**config.mk**
```make
export PLATFORM = sky130hd
export DESIGN_NAME = rvga_mem_arbiter
export DESIGN_NICKNAME = d
export VERILOG_FILES = /design/src/rtl/rvga_types.sv /design/src/rtl/rvga_rr_arb2.sv /design/src/rtl/rvga_mem_arbiter.sv
export SDC_FILE = /design/constraint.sdc
export NUM_CORES = 1
export LEC_CHECK = 0
export ABC_AREA = 0
export CAP_MARGIN = 20
export CORE_AREA = 2 2 184 186
export DETAILED_ROUTE_END_ITERATION = 16
export DIE_AREA = 0 0 186 188
export PLACE_DENSITY = 0.61
export SETUP_SLACK_MARGIN = 0.5
export SLEW_MARGIN = 5
export SYNTH_ARGS = -nofsm -noshare
export SYNTH_HDL_FRONTEND = slang
export SYNTH_SLANG_ARGS = --single-unit
```
**constraint.sdc**
```tcl
create_clock -name clk -period 2.7 [get_ports clk]
set_clock_uncertainty 0.15 [all_clocks]
set_input_delay 0.27 -clock clk [delete_from_list [all_inputs] [get_ports clk]]
set_output_delay 0.27 -clock clk [all_outputs]
set_load 0.03 [all_outputs]
```
**src/rtl/rvga_types.sv**
```systemverilog
// Shared types for the rvga core memory-side blocks.
// Word/cacheline aliases, arbiter FSM state, owner and request bundle.
package rvga_types;

   typedef logic [31:0]  rvga_word;
   typedef logic [127:0] rvga_cacheline;

   typedef enum logic [1:0] {
      ARB_IDLE,
      ARB_ISSUE,
      ARB_WAIT,
      ARB_RESP
   } rvga_arb_state_e;

   typedef enum logic {
      OWN_IF,
      OWN_DM
   } rvga_arb_owner_e;

   typedef struct packed {
      logic          we;
      rvga_word      addr;
      rvga_cacheline wdata;
      logic [15:0]   be;
   } rvga_mem_req;

   // Move a 4-bit word enable into its lane of the 16-bit line enable.
   function automatic logic [15:0] lane_be(
      input logic [3:0] be,
      input logic [1:0] lane
   );
      return 16'(be) << {lane, 2'b00};
   endfunction

endpackage

```
**src/rtl/rvga_rr_arb2.sv**
```systemverilog
// Two-requester arbiter, fetch vs data.
// Round-robin on conflict when FAIR != 0, otherwise data wins.
module rvga_rr_arb2 #(
   parameter int FAIR = 1
) (
   input  logic clk,
   input  logic rst_n,
   input  logic en,
   input  logic req_if,
   input  logic req_dm,
   output logic gnt_if,
   output logic gnt_dm
);

   logic last_dm;
   logic fair_en;

   assign fair_en = (FAIR != 0);

   always_comb begin
      gnt_if = en & req_if & (~req_dm | (fair_en & last_dm));
      gnt_dm = en & req_dm & ~gnt_if;
   end

   // Reset to data so that fetch takes the first conflict.
   always_ff @(posedge clk or negedge rst_n) begin
      if (!rst_n) begin
         last_dm <= 1'b1;
      end else if (gnt_if | gnt_dm) begin
         last_dm <= gnt_dm;
      end
   end

endmodule

```
**src/rtl/rvga_mem_arbiter.sv**
```systemverilog
// Fetch/data arbiter for the shared 128-bit cacheline memory port.
// One transaction in flight: IDLE -> ISSUE -> WAIT -> RESP.
module rvga_mem_arbiter
   import rvga_types::*;
#(
   parameter int FAIR = 1
) (
   input  logic         clk,
   input  logic         rst_n,
   input  logic         if_req_v_i,
   input  logic [31:0]  if_addr_i,
   output logic         if_ready_o,
   output logic         if_resp_v_o,
   output logic [31:0]  if_resp_data_o,
   input  logic         dm_req_v_i,
   input  logic         dm_we_i,
   input  logic [31:0]  dm_addr_i,
   input  logic [31:0]  dm_wdata_i,
   input  logic [3:0]   dm_be_i,
   output logic         dm_ready_o,
   output logic         dm_resp_v_o,
   output logic [31:0]  dm_resp_data_o,
   output logic         mem_req_v_o,
   output logic         mem_we_o,
   output logic [31:0]  mem_addr_o,
   output logic [127:0] mem_wdata_o,
   output logic [15:0]  mem_be_o,
   input  logic         mem_ready_i,
   input  logic         mem_resp_v_i,
   input  logic [127:0] mem_rdata_i
);

   rvga_arb_state_e state_q, state_nxt;
   rvga_arb_owner_e owner_q;
   rvga_mem_req     req_q, req_nxt;
   logic [1:0]      lane_q, lane_nxt;
   rvga_word        rdata_q;
   logic            gnt_if, gnt_dm, grant;
   logic            in_issue, in_resp;
   logic            unused_addr_lsb;

   assign unused_addr_lsb = ^{if_addr_i[1:0], dm_addr_i[1:0]};

   // Gate with rst_n so ready stays low while reset is held.
   rvga_rr_arb2 #(
      .FAIR(FAIR)
   ) u_arb (
      .clk   (clk),
      .rst_n (rst_n),
      .en    (rst_n & (state_q == ARB_IDLE)),
      .req_if(if_req_v_i),
      .req_dm(dm_req_v_i),
      .gnt_if(gnt_if),
      .gnt_dm(gnt_dm)
   );

   assign grant = gnt_if | gnt_dm;

   always_comb begin
      state_nxt = state_q;
      unique case (state_q)
         ARB_IDLE:  if (grant) state_nxt = ARB_ISSUE;
         ARB_ISSUE: if (mem_ready_i) state_nxt = ARB_WAIT;
         ARB_WAIT:  if (mem_resp_v_i) state_nxt = ARB_RESP;
         ARB_RESP:  state_nxt = ARB_IDLE;
      endcase
   end

   always_comb begin
      req_nxt  = '0;
      lane_nxt = if_addr_i[3:2];
      req_nxt.addr = {if_addr_i[31:4], 4'h0};
      if (gnt_dm) begin
         lane_nxt      = dm_addr_i[3:2];
         req_nxt.we    = dm_we_i;
         req_nxt.addr  = {dm_addr_i[31:4], 4'h0};
         req_nxt.wdata = {4{dm_wdata_i}};
         req_nxt.be    = dm_we_i ? lane_be(dm_be_i, dm_addr_i[3:2]) : '0;
      end
   end

   always_ff @(posedge clk or negedge rst_n) begin
      if (!rst_n) begin
         state_q <= ARB_IDLE;
         owner_q <= OWN_IF;
         req_q   <= '0;
         lane_q  <= '0;
         rdata_q <= '0;
      end else begin
         state_q <= state_nxt;
         if (grant) begin
            req_q   <= req_nxt;
            lane_q  <= lane_nxt;
            owner_q <= gnt_dm ? OWN_DM : OWN_IF;
         end
         if (state_q == ARB_WAIT && mem_resp_v_i) begin
            rdata_q <= req_q.we ? '0
                     : mem_rdata_i[{lane_q, 5'b0} +: 32];
         end
      end
   end

   assign in_issue = (state_q == ARB_ISSUE);
   assign in_resp  = (state_q == ARB_RESP);

   assign if_ready_o = gnt_if;
   assign dm_ready_o = gnt_dm;

   assign mem_req_v_o = in_issue;
   assign mem_we_o    = in_issue & req_q.we;
   assign mem_addr_o  = in_issue ? req_q.addr  : '0;
   assign mem_wdata_o = in_issue ? req_q.wdata : '0;
   assign mem_be_o    = in_issue ? req_q.be    : '0;

   assign if_resp_v_o    = in_resp & (owner_q == OWN_IF);
   assign dm_resp_v_o    = in_resp & (owner_q == OWN_DM);
   assign if_resp_data_o = if_resp_v_o ? rdata_q : '0;
   assign dm_resp_data_o = dm_resp_v_o ? rdata_q : '0;

endmodule

```
Word-level counts from Yosys, hierarchy flattened:

Index checks and enable logic that the tools add are counted.

* word-level logic and storage cells: 47
* bits in registers: 215

* shift operators: 2
* equal/unequal tests: 6
* reduce and logical (&&, ||, !) cells: 3
* bitwise gates (word level): 13
* muxes and demuxes: 14

Operator list (number)
* $mux 177: 1
* $mux 128: 1
* $mux 32: 4
* $shiftx 128x8->32: 1
* $mux 16: 2
* $shl 4x4->16: 1
* $and 1x1->1: 8
* $mux 2: 4
* $pmux 2 s4: 1
* $ne 2x2->1 const B: 3
* $eq 2x2->1 const B: 2
* $not 1->1: 3
* $reduce_and 3->1: 1
* $eq 2x1->1 const B: 1
* $logic_not 2->1: 1
* $or 1x1->1: 2
* $logic_and 1x1->1: 1
* $mux 1: 1

Logic depth before layout (Yosys ltp):

* depth in word-level cells: 9
* depth in mapped cells: 8
* depth with buffers taken out: 5

Cells and area by module:

From an unflattened synthesis, not the netlist that was laid out.

* cells, all modules: 709
* area total of the unflattened synthesis: 7198.2 um2

By module, submodules not included
* rvga_mem_arbiter: cells an instance 701, area an instance 7135.6 um2, instances 1
* rvga_rr_arb2: cells an instance 8, area an instance 62.6 um2, instances 1

Least setup slack after synthesis:

Ideal clock, no wire load.

* kind: register to output
* start: register state_q[1]
* end: output mem_wdata_o[112]
* data arrival time: 1.928 ns
* path buffers: 3
* cell stages (with the launch flop): 7
* slack: 0.352 ns
* cell sequence: dfrtp_1 inv_1 ha_1 clkbuf_1 clkbuf_1 and2_1 buf_4

* word-level cells in the longest chain between the ends: 2

RTL lines
* from (decl): RTL line rvga_mem_arbiter.sv:33 `rvga_arb_state_e state_q, state_nxt;`
* from (signal assigned): RTL line rvga_mem_arbiter.sv:90 `state_q <= state_nxt;`
* $eq 2x1->1: RTL line rvga_mem_arbiter.sv:103 `assign in_issue = (state_q == ARB_ISSUE);`
* named net mem_req_v_o: RTL line rvga_mem_arbiter.sv:23 `output logic mem_req_v_o,`
* $mux 128: RTL line rvga_mem_arbiter.sv:112 `assign mem_wdata_o = in_issue ? req_q.wdata : '0;`
* to (decl): RTL line rvga_mem_arbiter.sv:26 `output logic [127:0] mem_wdata_o,`

The timed path passes the listed nets, and every way through them passes these cells.

Worst setup path after layout:

* start: register state_q[0]
* end: output mem_wdata_o[100]

* word-level cells in the longest chain between the ends: 2

RTL lines (RTL line)
* $eq 2x1->1: rvga_mem_arbiter.sv:103
* $mux 128: rvga_mem_arbiter.sv:112

No other way between the ends.

==> out/results.ini <==
[logic_synthesis]
synth_edf_count=0
synth_seq_cells=115
ys_types=29
synthTopCellsByCount=dfrtp_1, and2_1, buf_4
ys_seq_area_share_pct=41.6
synth_area_per_cell_um2=11.0
yosysWarningCount=0
synth_cells=628
yosys.cell_count.top_type=dfrtp_1
synth.top_cell.area_share_pct=41.2
syn-cell-area_um2=6930
async_flop_share_pct=100
synth_area_leaders=dfrtp_1, buf_4, mux4_2
synth_top_area_cell=dfrtp_1
ys.flop_type=dfrtp_1

[clocking]
cts.sinks=115
cts_tree=yes
numCtsBuffers=17
htreeDepth=4
clk_path_buf_depth=2
clk_pin_slew_ns=0.06
clockRootBuffer=clkbuf_16
clk_latency_ns=0.41

[floorplanning]
die_h_um=188
fp-row-count=67
initial_core_util_pct=20.9
fp.dieArea_um2=35000
die_x_um=186
core_area_um2=33100
ios=481

[timing]
period_needed_ns=2.31
slew_viol_final=0
max_slew_margin_pct=32.6
finalSetupTns_ns=0
hold_viol_final=0
rsz0062_at_grt=true
max_freq_mhz=432
setup_violations=0
tightestPinTransition_ns=1.01
setup_slack_ns=0.386
finalCritPeriodShare_pct=85.7

[hold_path]
hp-class=input port to register
hold_path_startpoint=dm_wdata_i[17]
min_to=req_q[129]
whs_path_depth=2

[worst_setup_path]
critPathMaxFanout=5
end_kind=output port
critPathKind=register to output port
cpMostUsedCell=buf_6
r2r-start=state_q[1]
crit_required_ns=2.28
worstPathCellList=buf_6, ha_4, buf_8, buf_12, buf_16, and2_4, buf_6
slowest_stage=dfrtp_2
ff2ff_path_depth=8
r2r_setup_slack_ns=0.59
crit_path_start_kind=register
slowest_delay_ns=0.44
cp.arrival_ns=1.89
reg2reg_to=req_q[164]

[drt]
drt-vias-per-instance=4.42
drtAntennaViolNets=0
drc=0
drt_pass1_iterations=4
drt_iter0_drc=311
wirelength_mm=29.1
wl_per_cell_um=19.7
vias=6538

[pwr]
ir_worst_vdd_mv=0.467
p_leak_nw=5.93
power.density_nw_per_um2=962

[final_layout]
final_util_pct=39.0
drive_above_1_share_pct=41.0
area_growth_pct=86.6
num-nets-final=1256

[job]
cap_violations=0

[placement]
place_congestion=0.791
port_buffers=472
dp_hpwl_mm=20.2
preCtsSetupSlack_ns=0.236

[global_route]
grt_pass1_wl_mm=41.6
grt_usage_pct=15.9
grt_overflow=0
grt_max_degree=82
grt_pass1_vias=6841
antenna_found_initial=2

[outcome]
outcome=complete, no violations

[cells by family after synthesis]
group / Yosys count / synth area share [%]
AO/OA/AOI/OAI: 117 / 14.8
flip-flops: 115 / 41.6
AND/OR/NAND/NOR: 202 / 17.7
adder cells (fa/ha/maj): 4 / 0.723
buffers and inverters: 156 / 14.6
multiplexers: 33 / 10.6
other: 1 / 0.0541
[stage by stage]
step	hold WS [ns]	std cells	total power [mW]	area (um2)
after floorplan	-0.176	631	6.77	6960
after global placement	0.291	1416	8.64	11100
after detailed placement	0.290	1416	8.70	11100
after CTS	0.286	1467	12.1	12600
after global routing	0.295	1479	13.1	12900
final	0.314	1479	12.4	12900
[how the worst max path moves through the flow]
stage	from	slack, ns	end	cells after the start
detailed placement	if_req_v_i	0.24	req_q[174]	4
CTS	state_q[0]	0.38	mem_wdata_o[100]	7
floorplan	state_q[1]	0.58	mem_wdata_o[122]	6
global placement	if_req_v_i	0.28	req_q[174]	4
global route	state_q[0]	0.32	mem_wdata_o[100]	7
finish	state_q[0]	0.39	mem_wdata_o[100]	7
[state kept, by name, indices dropped and copies added, names as in the netlist]
name,count
req_q,77
lane_q,2
rdata_q,32
owner_q,1
state_q,2
u_arb.last_dm,1
[area by class of cell]
class | count | area [um2]
well taps | 448 | 561
clock buffers | 21 | 470
repair buffers | 520 | 5590
clock inverters | 11 | 149
multi-input cells | 360 | 3260
flip-flops and latches | 115 | 2880
diodes | 1 | 2.50
fillers | 3181 | 20200
inverters | 3 | 13.8
[cell usage in the layout (no fill, tap or decap), drive strengths merged]
cell type,count
buf,257
clkdlybuf4s50,229
dfrtp,114
and2,112
and3,65
a22o,64
clkbuf,38
mux4,32
a221o,30
clkdlybuf4s15,16
nand2,14
o21ai,12
inv,5
nand4,4
a32o,4
conb,4
ha,4
nand2b,3
a21o,3
bufinv,3
clkinvlp,3
clkinv,3
nor2b,2
nor2,2
diode,1
a21boi,1
o211ai,1
a221oi,1
o32a,1
mux2,1
dlygate4sd3,1
dfstp,1
[worst max-delay path: cells and delay by family (launching register included)]
kind	cells	cell delay, ns
adders and majority gates	1	0.18
buffers and inverters	5	0.68
DFF	1	0.44
and+or+nand+nor	1	0.18
[metal layers]
metal	GRT usage, %	up-vias	part of all wire (%)
li1	-	2955	-
met1	19.1	3182	40
met2	27.1	354	49
met3	4.31	47	7.5
met4	5.81	0	2.7
met5	0	-	0
[repair_timing]
item,in CTS,in global routing
pin swaps,4,2
endpoints found under the hold margin,43,0
gates resized for setup,275,76
cloned,3,4
hold buffers,1,0
setup buffers,15,7
endpoints found under the setup margin,271,239
[where the power goes]
part           total, mW  switching (mW)  internal, mW
clock network       2.45           0.914          1.53
registers           2.92           0.475          2.44
logic               7.07            3.55          3.53
Note: power is estimated with default switching activity, not from simulation.
